===== src/rtl/uart_tfifo_gen.sv =====
// uart_tfifo_gen: single-clock show-ahead FIFO for a UART transmit path.
// Provides occupancy count, threshold flags and sticky overrun/underrun
// error flags. Define UART_TFIFO_PEAK_EN to add the `peak` high-water
// mark output and its register.
module uart_tfifo_gen #(
  parameter int FIFO_WIDTH     = 8,
  parameter int FIFO_POINTER_W = 4,
  parameter int AF_LEVEL       = 12,
  parameter int AE_LEVEL       = 2
) (
  input  logic                      clk,
  input  logic                      fifo_reset,
  input  logic                      push,
  input  logic                      pop,
  input  logic [FIFO_WIDTH-1:0]     data_in,
  input  logic                      reset_status,
  output logic [FIFO_WIDTH-1:0]     data_out,
  output logic [FIFO_POINTER_W:0]   count,
  output logic                      full,
  output logic                      empty,
  output logic                      almost_full,
  output logic                      almost_empty,
  output logic                      overrun,
  output logic                      underrun
`ifdef UART_TFIFO_PEAK_EN
  ,
  output logic [FIFO_POINTER_W:0]   peak
`endif
);

  localparam int DEPTH = 2 ** FIFO_POINTER_W;
  localparam int CW    = FIFO_POINTER_W + 1;

  localparam logic [CW-1:0] DEPTH_C = CW'(DEPTH);
  localparam logic [CW-1:0] AF_C    = CW'(AF_LEVEL);
  localparam logic [CW-1:0] AE_C    = CW'(AE_LEVEL);

  // Storage is never reset; only the pointers/count define validity.
  logic [FIFO_WIDTH-1:0]     mem_q [DEPTH];

  logic [FIFO_POINTER_W-1:0] top_q, top_d;
  logic [FIFO_POINTER_W-1:0] bottom_q, bottom_d;
  logic [CW-1:0]             count_q, count_d;
  logic                      overrun_q, overrun_d;
  logic                      underrun_q, underrun_d;

  logic                      full_w;
  logic                      empty_w;
  logic                      do_push;
  logic                      do_pop;

  // Flags follow the registered count directly.
  assign full_w       = (count_q == DEPTH_C);
  assign empty_w      = (count_q == '0);
  assign full         = full_w;
  assign empty        = empty_w;
  assign almost_full  = (count_q >= AF_C);
  assign almost_empty = (count_q <= AE_C);
  assign count        = count_q;
  assign overrun      = overrun_q;
  assign underrun     = underrun_q;
  assign data_out     = mem_q[bottom_q];

  // A push into a full FIFO is accepted only when a pop frees the head
  // slot in the same cycle; a pop of an empty FIFO is always ignored.
  assign do_push = push & (~full_w | pop);
  assign do_pop  = pop & ~empty_w;

  // Next-state for pointers, occupancy and sticky error flags.
  always_comb begin
    top_d      = top_q;
    bottom_d   = bottom_q;
    count_d    = count_q;
    overrun_d  = overrun_q;
    underrun_d = underrun_q;

    if (do_push) top_d    = top_q + 1'b1;
    if (do_pop)  bottom_d = bottom_q + 1'b1;

    case ({do_push, do_pop})
      2'b10:   count_d = count_q + 1'b1;
      2'b01:   count_d = count_q - 1'b1;
      default: count_d = count_q;
    endcase

    if (push && full_w && !pop) overrun_d  = 1'b1;
    if (pop && empty_w)         underrun_d = 1'b1;

    // Clearing takes priority over an error raised in the same cycle.
    if (reset_status) begin
      overrun_d  = 1'b0;
      underrun_d = 1'b0;
    end
  end

  // Control state register with synchronous reset.
  always_ff @(posedge clk) begin
    if (fifo_reset) begin
      top_q      <= '0;
      bottom_q   <= '0;
      count_q    <= '0;
      overrun_q  <= 1'b0;
      underrun_q <= 1'b0;
    end else begin
      top_q      <= top_d;
      bottom_q   <= bottom_d;
      count_q    <= count_d;
      overrun_q  <= overrun_d;
      underrun_q <= underrun_d;
    end
  end

  // Storage write on accepted push; reset blocks the write.
  always_ff @(posedge clk) begin
    if (do_push && !fifo_reset) mem_q[top_q] <= data_in;
  end

`ifdef UART_TFIFO_PEAK_EN
  logic [CW-1:0] peak_q, peak_d;

  assign peak = peak_q;

  // High-water mark tracks the count that is about to be registered.
  always_comb begin
    peak_d = peak_q;
    if (count_d > peak_q) peak_d = count_d;
  end

  // Peak register, cleared only by fifo_reset.
  always_ff @(posedge clk) begin
    if (fifo_reset) peak_q <= '0;
    else            peak_q <= peak_d;
  end
`endif

endmodule


===== config.mk =====
export PLATFORM = sky130hd
export DESIGN_NAME = uart_tfifo_gen
export DESIGN_NICKNAME = d
export VERILOG_FILES = /design/src/rtl/uart_tfifo_gen.sv
export SDC_FILE = /design/constraint.sdc
export NUM_CORES = 1
export LEC_CHECK = 0
export ABC_AREA = 1
export BUFFER_PORTS_ARGS = -buffer_cell sky130_fd_sc_hd__buf_2
export CAP_MARGIN = 20
export CORE_ASPECT_RATIO = 1.75
export CORE_MARGIN = 2
export CORE_UTILIZATION = 55
export DETAILED_ROUTE_END_ITERATION = 8
export MAX_ROUTING_LAYER = met4
export PLACE_DENSITY = 0.84
export SYNTH_ARGS = -nofsm -noshare
export SYNTH_HDL_FRONTEND = slang
export SYNTH_SLANG_ARGS = --single-unit

===== constraint.sdc =====
create_clock -name clk -period 1.9 [get_ports clk]
set_input_delay 0.19 -clock clk [delete_from_list [all_inputs] [get_ports clk]]
set_output_delay 0.19 -clock clk [all_outputs]
set_load 0.02 [all_outputs]

==> metrics.cfg, run 1 <==
[pwr]
powerDensity_nw_per_um2=1360
clkPwrFrac=0.302
cell_internal_pwr_mw=7.19
switchingPower_mw=3.59
pwr-share-comb=0.343
p_leak_nw=3.07
power_frac_seq=0.355
p_sw_frac=0.333
peakVddDrop_uv=1140

[sta]
slew_headroom=0.462
slew_viol_final=0
max_freq_mhz=476
setup_tns_ns=-1.13
worst_slack_ns=-0.200
fin_crit_sh=1.11
worstMarginPinSlew_ns=0.804
rsz0062_at_grt=true
setup_viol=8
post-route-min-period_ns=2.10
finalClockSkew_ns=0.00824
hold_violations=0

[clock_network]
cts_inserted_buffers=17
clock_sinks=147
clkTransAtPathRegs_ns=0.06
cts_tree=done
ctsHoldBuffers=0
worstSkewPairLatency_ns=0.41
clockRootBuffer=clkbuf_16
cts_buffer_depth=2
htree_levels=4

[setup_path]
critPathKind=reg2out
crit_family=buffers and inverters
cp_slowest_stage_delay_ns=0.40
cp.required_ns=1.71
r2r-start=count[2]
endpoint_kind=output pin
rrSetupSlack_ns=0
reg2reg_depth=16
worstPathArrival_ns=1.91
path_buf_inv=3
crit_fanout=9
crit_slowest_cell=dfxtp_4
reg2reg_to=count[4]
timing.critical_path.mode_cell=nand3_1
crit_chain=buf_12 > clkbuf_16 > o211ai_1 > nand3_1 > nand3_1 > nand2_2 > buf_6
startpoint_type=flip-flop

[cells_and_area]
seqCellArea_um2=4250
multi_input_area_um2=1860
final_core_util=0.694
fin_area_um2=7950
layout_commonest_cell=edfxtp_1
nNetsFinal=649
final_cell_mix=edfxtp_1 (128), inv_1 (82), nand3_1 (52)
nFillCells=710
area_growth_syn_to_layout_pct=24.0
stdcell_count=774
drive_gt1_frac=0.292

[logic_synthesis]
ys_async_sr_fraction=0
synth-edff-count=128
ys_ff_latch=147
yosysWarnings=0
syn-cell-area_um2=6410
synth_cells=558
ys_seq_area_frac=0.658
synthDistinctLibCells=35
synth-main-ff-cell=edfxtp_1
syn_avg_cell_area_um2=11.5
synth_fp_nets=579

[die]
boundaryPins=32
die_y_um=147
rows=52
initial_utilization=0.560
die_width_um=85.6
die_area_um2=12600
core_um2=11500

[placement]
placed_cell_area_um2=6880
portBuffers=31
gp_congestion=0.837
dpl_worst_slack_ns=-0.0387
post-dp-hpwl_um=9190
dpl.cell_count=724

[route]
firstDrtPassIters=5
drtIter0Drc=654
route.detailed.drc=0
vias=4761
wl_per_cell_um=22.0
avgViaCountPerCell=6.15
wl_um=17000
ant_nets=0

[global_routing]
antenna_found_initial=1
grt-ovfl-total=0
grt_max_degree=39
grt_pass1_vias=4857
grt_pass1_wl_um=24700
track_usage=0.268

[run_status]
status=complete, but fails checks
failed_checks=negative setup slack

[hold_path]
holdPathStages=3
whs_endpoint=underrun
hp-start=reset_status
hp-class=in2reg

[run]
cap_violations=0

-- worst max path at each step --
stage	from	end	slack [ns]	depth (start not counted)
4_1_cts	flip-flop	data_out[7]	-0.07	7
5_1_grt	flip-flop	data_out[5]	-0.32	7
2_1_floorplan	count[0]	count[4]	-0.01	17
6_report	flip-flop	data_out[1]	-0.20	7
3_3_place_gp	count[2]	count[4]	0.04	16
3_5_place_dp	count[2]	count[4]	-0.04	16
-- flip-flops by register name, summed over array words and instances (netlist names), named ones only --
register / cells
mem_q: 128
underrun: 1
bottom_q: 4
count: 5
overrun: 1
top_q: 4
-- synthesized netlist by cell type, types with 3 or more instances --
cell,instances,share of area
xor2_1,5,0.0068
nand2_2,3,0.0029
nand3_1,59,0.046
o211ai_1,22,0.026
o21ai_0,37,0.029
nand2_1,58,0.034
inv_1,85,0.050
buf_6,4,0.0070
a21oi_2,3,0.0041
nor2_1,26,0.015
o211ai_2,10,0.020
a21oi_1,42,0.033
nor2_2,3,0.0029
o21ai_1,3,0.0023
nand3_2,3,0.0047
clkbuf_1,4,0.0023
buf_2,17,0.013
ha_1,8,0.016
edfxtp_1,128,0.60
nand2_4,5,0.0088
dfxtp_1,19,0.059
-- layer usage --
layer / global-route usage / part of all wire
met1: 0.275 / 0.32
met2: 0.458 / 0.54
met3: 0.0551 / 0.078
met4: 0.172 / 0.066
met5: - / 0
-- area by class of cell --
cell class                 instances  area share
clock inverter                    12      0.0179
inverter                          88      0.0439
antenna                            1    0.000315
tap                              135      0.0212
timing repair buffer              79      0.0957
sequential                       147       0.534
clock buffer                      17      0.0535
multi-input combinational        295       0.234
-- logic make-up after synthesis --
kind of cell             synth area share
adder cells (fa/ha/maj)            0.0156
buffers and inverters              0.0782
AND/OR/NAND/NOR                     0.124
XOR/XNOR                          0.00819
AO/OA/AOI/OAI                       0.116
flip-flops                          0.658
-- power by group through the flow --
stage / combinational (mW) / sequential, mW / clock (mW)
after floorplan: 1.91 / 3.92 / 0
final: 3.70 / 3.83 / 3.26
after CTS: 3.11 / 3.83 / 3.25
after detailed placement: 2.67 / 3.90 / 0
after global placement: 2.55 / 3.88 / 0
after global routing: 3.94 / 3.85 / 3.41
-- worst reg2reg max path, stage by stage (launching register included) --
cell and delay [ns]:
dfxtp_4 0.36, nor2_4 0.14, nand3_2 0.10, nand2_2 0.11, inv_4 0.04, ha_4 0.18
nand2_4 0.07, clkinv_4 0.05, nor2_4 0.12, ha_4 0.15, inv_2 0.03, nand2_2 0.07
nand3_2 0.10, nand3_2 0.08, nand2_2 0.05, nor2_2 0.09, nor2_1 0.04
-- what timing repair did --
item | in CTS | in global routing
resized for setup | 26 | 53
setup buffers | 10 | 4
endpoints found under the setup margin | 10 | 19
pin swaps | 8 | 28
gates cloned | 3 | 3
-- through the flow --
| stage | hold WS [ns] | power (mW) |
|---|---|---|
| after detailed placement | 0.440 | 6.57 |
| after CTS | 0.0292 | 10.2 |
| after global placement | 0.436 | 6.43 |
| final | 0.0310 | 10.8 |
| after floorplan | 0.289 | 5.83 |
| after global routing | 0.0394 | 11.2 |
No activity file was read; power rests on OpenSTA's default activity.
==> run 2: changes to the inputs <==
- PLACE_DENSITY: 0.84 -> 0.76
==> run 2 against run 1 <==
  * The flow still finishes with violations (negative setup slack)
  * Die area did not move
  * Total power down 2.3%
  * Clock skew about the same
  * Largest power group unchanged
==> metrics.cfg, run 2 (synthesis gave the netlist of run 1 again) <==
[run_status]
status=complete, but fails checks
failed_checks=negative setup slack

[sta]
worst_slack_ns=-0.0860
max_freq_mhz=504
hold_violations=0
slew_headroom=0.437
fin_hold_ws_ns=0.0302
rsz0062_at_grt=true
setup_tns_ns=-0.497
finalClockSkew_ns=0.00858
fin_crit_sh=1.05
setup_viol=8
slew_viol_final=0
post-route-min-period_ns=1.99
worstMarginPinSlew_ns=0.841

[global_routing]
track_usage=0.247
grtUsageMet1=0.249
top_usage_layer=met2
grt-ovfl-total=0
met2_usage=0.457
grt_use_met3=0.0461
antenna_found_initial=0
grt_max_degree=33
grt_pass1_vias=4433
grt_pass1_wl_um=22600

[cells_and_area]
drive_gt1_frac=0.268
multi_input_area_um2=1830
final_cell_mix=edfxtp_1 (128), inv_1 (82), nand3_1 (54)
nNetsFinal=642
layout_commonest_cell=edfxtp_1
diodes=0
largest_register_ffs=128
largest-register=mem_q
nFillCells=777
seqCellArea_um2=4250
area_growth_syn_to_layout_pct=22.2
stdcell_count=769

[placement]
gp_congestion=0.816
dpl.cell_count=723
post-dp-hpwl_um=9350
dpl_worst_slack_ns=-0.0193
portBuffers=31

[pwr]
p_leak_nw=3.01
powerDensity_nw_per_um2=1340
peakVddDrop_uv=1060

[clock_network]
clkTransAtPathRegs_ns=0.06
clockRootBuffer=clkbuf_16
cts_buffer_depth=2
htree_levels=4
worstSkewPairLatency_ns=0.41
clock_sinks=147
cts_inserted_buffers=17
cts_tree=done

[setup_path]
reg2reg_to=count[4]
cp.required_ns=1.71
startpoint_type=flip-flop
reg2reg_depth=16
crit_fanout=9
cp_slowest_stage_delay_ns=0.41
crit_slowest_cell=dfxtp_4
endpoint_kind=output pin
rrSetupSlack_ns=0.03
worstPathArrival_ns=1.80
critPathKind=reg2out
endpoint=data_out[1]
crit_chain=buf_8 > buf_16 > o211ai_1 > nand3_1 > nand3_2 > nand2_2 > buf_6
r2r-start=count[2]

[route]
wl_per_cell_um=19.4
firstDrtPassIters=5
avgViaCountPerCell=5.77
route.detailed.drc=0
ant_nets=0
vias=4440
drtIter0Drc=363
wl_um=14900

[run]
cap_violations=0

[die]
boundaryPins=32
die_area_um2=12600
core_um2=11500
initial_utilization=0.560
die_y_um=147
rows=52
die_width_um=85.6

[hold_path]
hp-class=in2reg

-- run 2: changes by cell type in the layout (fill, tap and decap cells not counted), sizes merged --
| cell | delta |
|---|---|
| buf | -6 |
| bufinv | -1 |
| clkinv | -2 |
| clkinvlp | +1 |
| diode | -1 |
| inv | +4 |
-- run 2: stage by stage --
step	area (um^2)	power, mW	utilization
finish	7840	10.5	0.685
global route	7840	11.0	0.685
CTS	7630	10.2	0.666
detailed placement	6890	6.62	0.602
global placement	6890	6.53	0.602
floorplan	6470	5.83	-
-- run 2: worst min-delay path by stage --
stage | startpoint | end | slack (ns) | cells after the start
detailed placement | overrun | overrun | 0.45 | 2
global route | reset_status | overrun | 0.03 | 3
finish | reset_status | overrun | 0.03 | 3
floorplan | data_in[0] | mem_q[0][0] | 0.29 | 0
CTS | reset_status | overrun | 0.02 | 3
global placement | overrun | overrun | 0.44 | 2
-- run 2: layout make-up --
class	instances	share of cell area
timing repair buffer	72	0.0854
clock inverter	14	0.0199
tap	135	0.0215
multi-input combinational	295	0.233
inverter	88	0.0437
clock buffer	18	0.0547
sequential	147	0.542
-- run 2: report_power, final --
| part | internal [mW] | leakage, nW | switching [mW] |
|---|---|---|---|
| registers | 3.67 | 1.31 | 0.186 |
| logic | 1.41 | 1.42 | 2.04 |
| clock network | 1.95 | 0.273 | 1.29 |
| total | 7.03 | 3.01 | 3.52 |
-- run 2: timing repair --
| action | 4_1_cts | 5_1_grt |
|---|---|---|
| setup endpoints to repair | 10 | 11 |
| cloned | 2 | 2 |
| hold buffers | 0 | 0 |
| gates resized for setup | 23 | 38 |
| pin swaps | 13 | 30 |
| setup buffers | 6 | 4 |
-- run 2: worst max-delay path: cells and delay by family, from the launching register on --
family,cells,cell delay (ns)
compound gates,1,0.24
buf+inv,3,0.43
flops,1,0.41
simple gates,3,0.30
-- run 2: metal layers --
| metal | wire length [um] | part of all wire |
|---|---|---|
| met4 | 562 | 0.038 |
| met5 | 0 | 0 |
| met3 | 620 | 0.041 |
| met2 | 8430 | 0.56 |
| met1 | 5330 | 0.36 |
==> run 3: changes to the inputs <==
- CELL_PAD_IN_SITES_DETAIL_PLACEMENT: not set -> 0
- CELL_PAD_IN_SITES_GLOBAL_PLACEMENT: not set -> 1
- CORE_UTILIZATION: 55 -> 45
- PLACE_DENSITY: 0.76 -> not set
- PLACE_DENSITY_LB_ADDON: not set -> 0.1
==> run 3 against run 2 <==
  * The run still ends with negative setup slack left
  * Non-clock buffer count unchanged
  * Final area decreased by 0.59%
  * Clock-buffer cell count unchanged
  * Via count decreased by 4.8%
  * Clock skew increased by 0.0016 ns
  * Hold slack got worse by 0.0019 ns
  * Die area increased by 21%
  * Fmax increased by 0.70%
  * Clock power decreased by 5%
  * Total power decreased by 3.6%
  * Critical path depth increased by 1
==> metrics.cfg, run 3 (synthesis gave the netlist of run 1 again) <==
[route]
ant_nets=0
avgViaCountPerCell=5.21
wl_per_cell_um=17.9
drtIter0Drc=288
vias=4229
wl_um=14500
route.detailed.drc=0
firstDrtPassIters=4

[sta]
slew_headroom=0.738
setup_tns_ns=-0.225
setup_viol=7
worst_slack_ns=-0.0721
rsz0062_at_grt=true
hold_violations=0
worstMarginPinSlew_ns=0.393
finalClockSkew_ns=0.0102
slew_viol_final=0
max_freq_mhz=507
fin_crit_sh=1.04
post-route-min-period_ns=1.97

[global_routing]
grt-ovfl-total=0
grt_pass1_wl_um=22800
track_usage=0.210
grt_max_degree=38
grt_pass1_vias=4274
antenna_found_initial=0

[clock_network]
htree_levels=4
clockRootBuffer=clkbuf_16
cts_inserted_buffers=17
cts_buffer_depth=2
ctsHoldBuffers=0
clock_sinks=147
clkTransAtPathRegs_ns=0.07
worstSkewPairLatency_ns=0.42
cts_tree=done

[pwr]
total_power_mw=10.2
powerDensity_nw_per_um2=1300
p_leak_nw=3.00
peakVddDrop_uv=839

[die]
rows=57
die_width_um=94.3
die_y_um=162
initial_utilization=0.461
boundaryPins=32
core_um2=13900
die_area_um2=15300

[setup_path]
critPathKind=reg2out
crit_fanout=20
endpoint_kind=output pin
r2r-start=count[3]
cp.required_ns=1.71
worstPathArrival_ns=1.78
startpoint_type=flip-flop

[cells_and_area]
largest_register_ffs=128
nNetsFinal=642
stdcell_count=811
layout_commonest_cell=edfxtp_1
drive_gt1_frac=0.271
area_growth_syn_to_layout_pct=21.5
fin_area_um2=7790
final_cell_mix=edfxtp_1 (128), inv_1 (82), nand3_1 (50)
largest-register=mem_q
diodes=0

[run_status]
failed_checks=negative setup slack
status=complete, but fails checks

[placement]
placed_cell_area_um2=6980
gp_congestion=0.780
portBuffers=31
dpl.cell_count=772
post-dp-hpwl_um=9430

[hold_path]
hp-start=reset_status
hp-class=in2reg

[run]
cap_violations=0

## run 3: path summary, 6_finish.rpt
kind	slack, ns	to	cells past startpoint
worst max-delay path	-0.07	data_out[0]	8
worst min-delay path	0.03	overrun	3
worst max register to register	0.08	count[4]	11
worst min register to register	0.44	overrun	2
## run 3: area by class of cell
type	instances	area, um^2
Fill cell	1228	6110
Sequential cell	147	4250
Multi-Input combinational cell	295	1820
Timing Repair Buffer	72	611
Clock buffer	18	429
Inverter	88	347
Tap cell	177	221
Clock inverter	14	121
## run 3: layer usage
metal,GRT usage,vias up,routed length (um)
met2,0.367,80,7880
met3,0.0408,26,367
met5,-,-,0
li1,-,2061,-
met4,0.0797,0,373
met1,0.236,2062,5910
## run 3: worst max-delay path, stage by stage, from the launching register on
cell,delay (ns)
dfxtp_4,0.44
buf_8,0.16
buf_12,0.16
a21oi_2,0.06
o21ai_1,0.08
nand3_1,0.15
nand3_2,0.13
nand2_2,0.05
buf_6,0.12
## run 3: power breakdown
group	internal [mW]	leakage, nW	total (mW)	switching, mW
Sequential	3.67	1.31	3.82	0.153
Combinational	1.29	1.42	3.27	1.97
Clock	1.71	0.267	3.08	1.37
Total	6.67	3.00	10.2	3.50
## run 3: metrics by stage
step	setup WS [ns]	util	hold WS [ns]
finish	-0.0721	0.561	0.0283
global placement	0.0612	0.502	0.433
floorplan	-0.0118	-	0.289
global route	-0.179	0.561	0.0304
detailed placement	0.0208	0.502	0.435
CTS	-0.0675	0.556	0.0183
## run 3: repair_timing
action                     4_1_cts  5_1_grt
buffers inserted                 5        1
pin swaps                       27       10
cloned                           1        0
setup endpoints to repair        8       11
gates resized for setup         36       19
